--- src/rtl/generador_estimulos.sv ---
`default_nettype none
// +--------------------------------------------------------------------------+
// | Module      : generador_estimulos                                        |
// | Description : Serial stimulus generator for an FSM under test. Sends a   |
// |               latched pattern MSB first, each bit held for hold+1        |
// |               cycles, and counts the SHIFT cycles on which the response  |
// |               y is high (saturating 8-bit counter).                      |
// | Options     : GEN_Y_COUNT_EN - when defined, builds the y_count logic;   |
// |               when undefined, y is unused and y_count is tied to 0.      |
// | Revision    : 1.0 - initial release                                      |
// +--------------------------------------------------------------------------+
module generador_estimulos #(
   parameter int WIDTH  = 8,
   parameter int HOLD_W = 4
) (
   input  logic              clk,
   input  logic              reset,
   input  logic              start,
   input  logic [WIDTH-1:0]  patron,
   input  logic [HOLD_W-1:0] hold,
   input  logic              y,
   output logic              a,
   output logic              busy,
   output logic              done,
   output logic [7:0]        y_count
);

   localparam int                 C_IDX_W    = (WIDTH > 1) ? $clog2(WIDTH) : 1;
   localparam logic [C_IDX_W-1:0] C_IDX_LAST = C_IDX_W'(WIDTH - 1);

   typedef enum logic [1:0] {
      IDLE  = 2'd0,
      SHIFT = 2'd1,
      FIN   = 2'd2
   } state_t;

   state_t              r_state, w_state_nxt;
   logic [WIDTH-1:0]    r_sh, w_sh_nxt, w_sh_shl;
   logic [C_IDX_W-1:0]  r_idx, w_idx_nxt;
   logic [HOLD_W-1:0]   r_hold, w_hold_nxt;
   logic [HOLD_W-1:0]   r_cnt, w_cnt_nxt;
   logic                r_a, w_a_nxt;
   logic                r_busy, w_busy_nxt;
   logic                r_done, w_done_nxt;

   assign w_sh_shl = r_sh << 1;

   // State, datapath and registered outputs; reset clears everything at once.
   always_ff @(posedge clk or negedge reset) begin
      if (!reset) begin
         r_state <= IDLE;
         r_sh    <= '0;
         r_idx   <= '0;
         r_hold  <= '0;
         r_cnt   <= '0;
         r_a     <= 1'b0;
         r_busy  <= 1'b0;
         r_done  <= 1'b0;
      end else begin
         r_state <= w_state_nxt;
         r_sh    <= w_sh_nxt;
         r_idx   <= w_idx_nxt;
         r_hold  <= w_hold_nxt;
         r_cnt   <= w_cnt_nxt;
         r_a     <= w_a_nxt;
         r_busy  <= w_busy_nxt;
         r_done  <= w_done_nxt;
      end
   end

   // Next state and next output values; outputs are computed one cycle ahead
   // so that a/busy/done come straight from flops.
   always_comb begin
      w_state_nxt = r_state;
      w_sh_nxt    = r_sh;
      w_idx_nxt   = r_idx;
      w_hold_nxt  = r_hold;
      w_cnt_nxt   = r_cnt;
      w_a_nxt     = 1'b0;
      w_busy_nxt  = 1'b0;
      w_done_nxt  = 1'b0;
      case (r_state)
         IDLE: begin
            if (start) begin
               w_state_nxt = SHIFT;
               w_sh_nxt    = patron;
               w_hold_nxt  = hold;
               w_cnt_nxt   = hold;
               w_idx_nxt   = C_IDX_LAST;
               w_a_nxt     = patron[WIDTH-1];
               w_busy_nxt  = 1'b1;
            end
         end
         SHIFT: begin
            w_busy_nxt = 1'b1;
            w_a_nxt    = r_sh[WIDTH-1];
            if (r_cnt != '0) begin
               w_cnt_nxt = r_cnt - HOLD_W'(1);
            end else if (r_idx == '0) begin
               // Last cycle of the last bit: one-cycle FIN with done high.
               w_state_nxt = FIN;
               w_a_nxt     = 1'b0;
               w_busy_nxt  = 1'b0;
               w_done_nxt  = 1'b1;
            end else begin
               w_sh_nxt  = w_sh_shl;
               w_cnt_nxt = r_hold;
               w_idx_nxt = r_idx - C_IDX_W'(1);
               w_a_nxt   = w_sh_shl[WIDTH-1];
            end
         end
         FIN: begin
            w_state_nxt = IDLE;
         end
         default: begin
            w_state_nxt = IDLE;
         end
      endcase
   end

   assign a    = r_a;
   assign busy = r_busy;
   assign done = r_done;

`ifdef GEN_Y_COUNT_EN
   logic [7:0] r_ycnt;

   // Count SHIFT-cycle edges with y high; cleared by an accepted start and
   // held through FIN/IDLE, saturating at 255.
   always_ff @(posedge clk or negedge reset) begin
      if (!reset) begin
         r_ycnt <= 8'd0;
      end else if ((r_state == IDLE) && start) begin
         r_ycnt <= 8'd0;
      end else if ((r_state == SHIFT) && y && (r_ycnt != 8'hFF)) begin
         r_ycnt <= r_ycnt + 8'd1;
      end
   end

   assign y_count = r_ycnt;
`else
   logic w_unused_y;

   assign w_unused_y = y;
   assign y_count    = 8'd0;
`endif

endmodule
`default_nettype wire
--- config.mk ---
export PLATFORM = sky130hd
export DESIGN_NAME = generador_estimulos
export DESIGN_NICKNAME = d
export VERILOG_FILES = /design/src/rtl/generador_estimulos.sv
export SDC_FILE = /design/constraint.sdc
export NUM_CORES = 1
export LEC_CHECK = 0
export BUFFER_PORTS_ARGS = -buffer_cell sky130_fd_sc_hd__buf_2
export CAP_MARGIN = 10
export CORE_MARGIN = 3
export CORE_UTILIZATION = 40
export DETAILED_ROUTE_END_ITERATION = 8
export PLACE_DENSITY_LB_ADDON = 0.12
export SYNTH_ARGS = -nofsm -noshare
export SYNTH_HDL_FRONTEND = slang
export SYNTH_SLANG_ARGS = --single-unit
--- constraint.sdc ---
create_clock -name clk -period 2.1 [get_ports clk]
set_input_delay 0 -clock clk [delete_from_list [all_inputs] [get_ports clk]]
set_output_delay 0 -clock clk [all_outputs]
set_load 0.02 [all_outputs]
Word-level counts from Yosys, hierarchy flattened
Index checks and enable logic that the tools add are counted.
- reduce and logical (&&, ||, !) cells: 8
- add/subtract/negate cells: 2
- equality and inequality tests: 6
- muxes and demuxes: 27
- operators with widths (kind ; count):
    two-way mux 8 bit ; 3
    case mux 8 bit (2 select lines) ; 1
    two-way mux 4 bit ; 3
    two-way mux 1 bit ; 9
    two-way mux 3 bit ; 3
    != test 2 bit, second input constant ; 4
    case mux 4 bit (2 select lines) ; 1
    two-way mux 2 bit ; 3
    case mux 3 bit (2 select lines) ; 1
    AND reduction 3 bit ; 2
    case mux 1 bit (2 select lines) ; 2
    case mux 2 bit (2 select lines) ; 1
    AND reduction 4 bit ; 1
    nonzero test 4 bit ; 1
    subtractor 4 x 1 -> 4 bit, second input constant ; 1
    logical NOT 3 bit ; 1
    != test 3 bit, second input constant ; 1
    subtractor 3 x 1 -> 3 bit, second input constant ; 1
    equality test 2 x 1 -> 1 bit, second input constant ; 1
    logical NOT 2 bit ; 1
    AND reduction 2 bit ; 1
    nonzero test 2 bit ; 1
- register bits: 24
- output and inout port bits: 11
- bits of input ports: 16
- logic and storage cells: 51

Depth between registers and ports, before layout
- depth in word-level cells: 4
- depth in mapped cells: 7
- gate-level depth less buffers: 6

Worst setup path after synthesis
No wires, ideal clock.
- path kind: reg-to-reg
- start: register r_cnt[0]
- end: register r_cnt[2]
- period minus slack after synthesis: 1.576 ns
- buffers on the path: 1
- path slack: 0.524 ns
- cell stages (with the launch flop): 8
- library setup time: 0.123 ns
- data required time: 1.977 ns
- arrival: 1.453 ns
- path through: dfrtp_1 > inv_1 > ha_1 > nor3b_4 > buf_6 > nand2_1 > a21o_1 > o221a_2
- cells in the longest elaborated chain, start to end: 3
- elaborated cells on any way between the ends: 6
- classes of those cells: 1 x add/sub; 1 x eq/ne; 2 x mux; 2 x reduce/logical
- RTL lines (what ; RTL line ; source):
    from (decl) ; 41 ; logic [HOLD_W-1:0] r_cnt, w_cnt_nxt;
    from (signal assigned) ; 64 ; r_cnt <= w_cnt_nxt;
    subtractor 4 x 1 -> 4 bit or nonzero test 4 bit (tied branches) ; 98, 97 ;
    two-way mux 4 bit or != test 3 bit (tied branches) ; - ;
    case mux 4 bit (2 select lines) or AND reduction 3 bit (tied branches) ; - ;
Parallel ways exist; a longest one is shown, timed or not.
A chain may end at the register's enable or synchronous reset.

Worst setup path after layout
- start: register r_cnt[0]
- end: register r_cnt[3]
The elaborated chain is that of the path after synthesis.

==> summary.txt <==
SETUP PATH
--------------------------------------------------------------------------------------------
Class of the most critical setup path                                           flip-flop to flip-flop
Endpoint class of the critical path                                                flip-flop
Critical path cell sequence                                                     inv_1 > ha_1 > nor3b_4 > buf_4 > o32ai_4 > mux2_1
Worst stage delay on the critical path                                               0.44 ns
Flop-to-flop setup slack                                                             0.38 ns
Worst-path fanout max                                                                     13
Setup crit start kind                                                              flip-flop
Slowest cell on the critical path                                               sky130_fd_sc_hd__dfrtp_1
Crit Reg-Reg Startpoint                                                             r_cnt[0]
Crit path required time                                                              2.31 ns
Endpoint of the worst register-to-register path                                     r_cnt[3]
Crit path to                                                                        r_cnt[3]
Cell count of the worst reg-to-reg path                                                    6
Critical path data arrival time                                                      1.92 ns
Worst setup path start                                                              r_cnt[0]

CLOCK NETWORK
--------------------------------------------------------------------------------------------
CTS tree                                                                               built
Clock tree buffer depth                                                                    2
Root cell of the clock tree                                                     sky130_fd_sc_hd__clkbuf_4
Depth of the CTS H-tree                                                                    1
Register clock-pin slew on the reported worst setup and hold paths                   0.13 ns
Num Clock Sinks                                                                           24
Number of gates given a new drive strength after cts                                       0
Clock latency of the later-clocked register in the worst-skew pair                   0.31 ns
Number of CTS-inserted buffers                                                             3

PWR
--------------------------------------------------------------------------------------------
Power density normalized to cell area                                           1070 nW/um^2
Leakage power figure                                                             0.000769 uW
IR drop worst, VDD                                                                0.000410 V

YOSYS
--------------------------------------------------------------------------------------------
Compound-gate portion of the synthesized area                                          14.4%
Portion of netlist area occupied by mux cells                                          9.78%
Post-synthesis share of cell area spent on xor and xnor gates                             0%
FF+latch count, synth                                                                     24
Count of cell types in the netlist                                                        35
Syn Std Cell Area                                                                  1370 um^2
Most used DFF post-synth                                                        sky130_fd_sc_hd__dfrtp_1
Main combinational cell family by area after synthesis                          simple AND/OR/NAND/NOR gates
Gate count after technology mapping                                                      131
Sequential-to-total area share from yosys stat                                         43.9%
Fraction of the mapped netlist area in adder cells                                     2.74%
Fraction of synthesis flops using an asynchronous set or reset pin                      100%
Basic-gate share of the synthesized area counting and, or, nand and nor cells          19.7%
Number of warnings printed during yosys synthesis                                          0
Count of flip-flops with a built-in enable after synthesis                                 0
Mapped Avg Cell Area                                                               10.4 um^2

JOB
--------------------------------------------------------------------------------------------
Max cap viols                                                                              0

TIMING
--------------------------------------------------------------------------------------------
Worst setup skew after layout                                                     0.00357 ns
Post-route fraction of the period consumed by the critical path                        81.8%
Peak clock frequency supported by timing                                             582 MHz
# setup viols final                                                                        0
Number of max-slew violations in the final report                                          0
Relative slew margins                                                                  63.9%
Worst slew pin tran                                                                 0.541 ns
Total Neg Setup Slack                                                                   0 ns
Setup repair after global routing missed its margin                                    false
Count of endpoints failing hold in the final timing report                                 0
Final critical delay including setup and external delays                             1.72 ns

PLACE
--------------------------------------------------------------------------------------------
Area after detailed placement                                                      1460 um^2
Weighted congestion reported at the end of routability-driven placement                0.754
Port Buf Inserts                                                                          17
Dpl hpwl                                                                             1.85 mm

GLOBAL ROUTE
--------------------------------------------------------------------------------------------
Number of global-route vias before repair                                                968
Number of antenna violations at the first check in global routing                          0
Pin count of the biggest net entering global routing                                      25
GRT Overall Usage                                                                      14.1%
First-pass GRT wire length                                                           4.66 mm
Total overflow reported by the global router                                               0

FLOORPLANNING
--------------------------------------------------------------------------------------------
Boundary Pins                                                                             27
Vertical extent of the die                                                           64.5 um
Initial core utilization                                                               43.4%
CORE AREA                                                                          3150 um^2
Horizontal die dimension                                                             64.5 um
Site row count                                                                            20
Die footprint                                                                      4160 um^2

STATUS
--------------------------------------------------------------------------------------------
Run status                                                                      finished clean

LAYOUT
--------------------------------------------------------------------------------------------
Most frequent cells in the layout                                               sky130_fd_sc_hd__nand2_1 (24), sky130_fd_sc_hd__dfrtp_1 (24), sky130_fd_sc_hd__buf_2 (17)
Number of diodes                                                                           0
Synth-to-Final Area Change                                                             17.5%
Non-Filler Cell Area, Final                                                        1610 um^2
Proportion of layout cells with a drive suffix above 1                                 23.5%
Number of nets in the layout                                                             183

ROUTING
--------------------------------------------------------------------------------------------
Vias per inst                                                                           4.84
Overall routed net length                                                            2.51 mm
DRC errors left                                                                            0
Average detailed-routed wire length per instance                                     12.2 um
DRT Pass-1 Iters                                                                           5
Antenna viol nets, final                                                                   0
Vias                                                                                     998
Iteration-0 DRC Markers                                                                   57

WORST HOLD PATH
--------------------------------------------------------------------------------------------
Path type of the worst min-delay path                                           input pin to flip-flop

-- layer usage --
metal / global-route usage [%] / vias to the layer above / part of all wire, %
li1: - / 495 / -
met1: 18.2 / 479 / 48
met2: 23.5 / 22 / 47
met3: 2.25 / 2 / 4.0
met4: 5.54 / 0 / 0.80
met5: 0 / - / 0
-- what timing repair did --
action / in CTS / in global routing
hold buffers: 13 / 0
hold endpoints to repair: 39 / 0
setup buffers: 0 / 0
-- cell families after synthesis --
family | count (synthesis)
mux | 12
compound gates | 25
other cells | 1
buf+inv | 17
fa+ha+maj | 3
flops | 24
simple gates | 49
-- worst max-delay path: cells and delay by family, from the launching register on --
kind	cells	cell delay, ns
AO/OA/AOI/OAI	1	0.12
adder cells (fa/ha/maj)	1	0.20
buffers and inverters	2	0.30
flip-flops	1	0.44
multiplexers	1	0.33
AND/OR/NAND/NOR	1	0.22
-- where the power goes --
part | switching (uW) | leakage (uW) | total (uW) | internal [uW]
registers | 129 | 0.000301 | 762 | 633
clock network | 131 | 0.0000138 | 198 | 66.9
logic | 379 | 0.000454 | 762 | 383
total | 640 | 0.000769 | 1720 | 1080
-- area by class of cell --
cell class | instances | area [um^2]
inverter | 4 | 15.0
tap | 44 | 55.1
sequential | 24 | 601
fill | 313 | 1550
timing repair buffer | 34 | 245
multi-input combinational | 97 | 669
clock buffer | 3 | 22.5
-- stage by stage --
step / std cells / util [%] / hold WS, ns / setup WS [ns] / total power (uW)
after floorplan: 138 / - / -0.296 / 0.524 / 1390
after global placement: 190 / 46.2 / 0.0157 / 0.388 / 1500
after detailed placement: 190 / 46.2 / 0.0191 / 0.388 / 1530
after CTS: 206 / 51.0 / 0.171 / 0.371 / 1750
after global routing: 206 / 51.0 / 0.199 / 0.235 / 1900
final: 206 / 51.0 / 0.171 / 0.381 / 1720
-- worst min path at each step --
stage / startpoint / end / slack (ns) / cells past startpoint
2_1_floorplan: reset / a / -0.30 / 0
3_3_place_gp: reset / r_hold[2] / 0.02 / 1
3_5_place_dp: reset / r_cnt[2] / 0.02 / 1
4_1_cts: start / r_state[0] / 0.17 / 3
5_1_grt: start / r_state[0] / 0.20 / 3
6_report: start / r_state[0] / 0.17 / 3
-- state kept, by name, summed over array words and instances, names as in the netlist --
| name | cells |
|---|---|
| done | 1 |
| busy | 1 |
| r_idx | 3 |
| r_sh | 8 |
| r_cnt | 4 |
| r_state | 2 |
| a | 1 |
| r_hold | 4 |
-- Yosys cell counts (2+ instances only) --
master	n	area share (%)
sky130_fd_sc_hd__a21o_1	2	1.1
sky130_fd_sc_hd__a21oi_1	4	1.5
sky130_fd_sc_hd__buf_4	8	4.4
sky130_fd_sc_hd__buf_6	4	3.3
sky130_fd_sc_hd__dfrtp_1	24	44
sky130_fd_sc_hd__ha_1	3	2.7
sky130_fd_sc_hd__inv_1	4	1.1
sky130_fd_sc_hd__mux2i_1	10	7.3
sky130_fd_sc_hd__nand2_1	24	6.6
sky130_fd_sc_hd__nand2b_1	3	1.4
sky130_fd_sc_hd__nand3b_1	2	1.1
sky130_fd_sc_hd__nor2_1	10	2.7
sky130_fd_sc_hd__nor3_1	2	0.73
sky130_fd_sc_hd__nor3b_4	2	2.7
sky130_fd_sc_hd__o21ai_1	8	2.9
sky130_fd_sc_hd__o21ai_2	2	1.3
No activity file was read; power rests on OpenSTA's default activity.
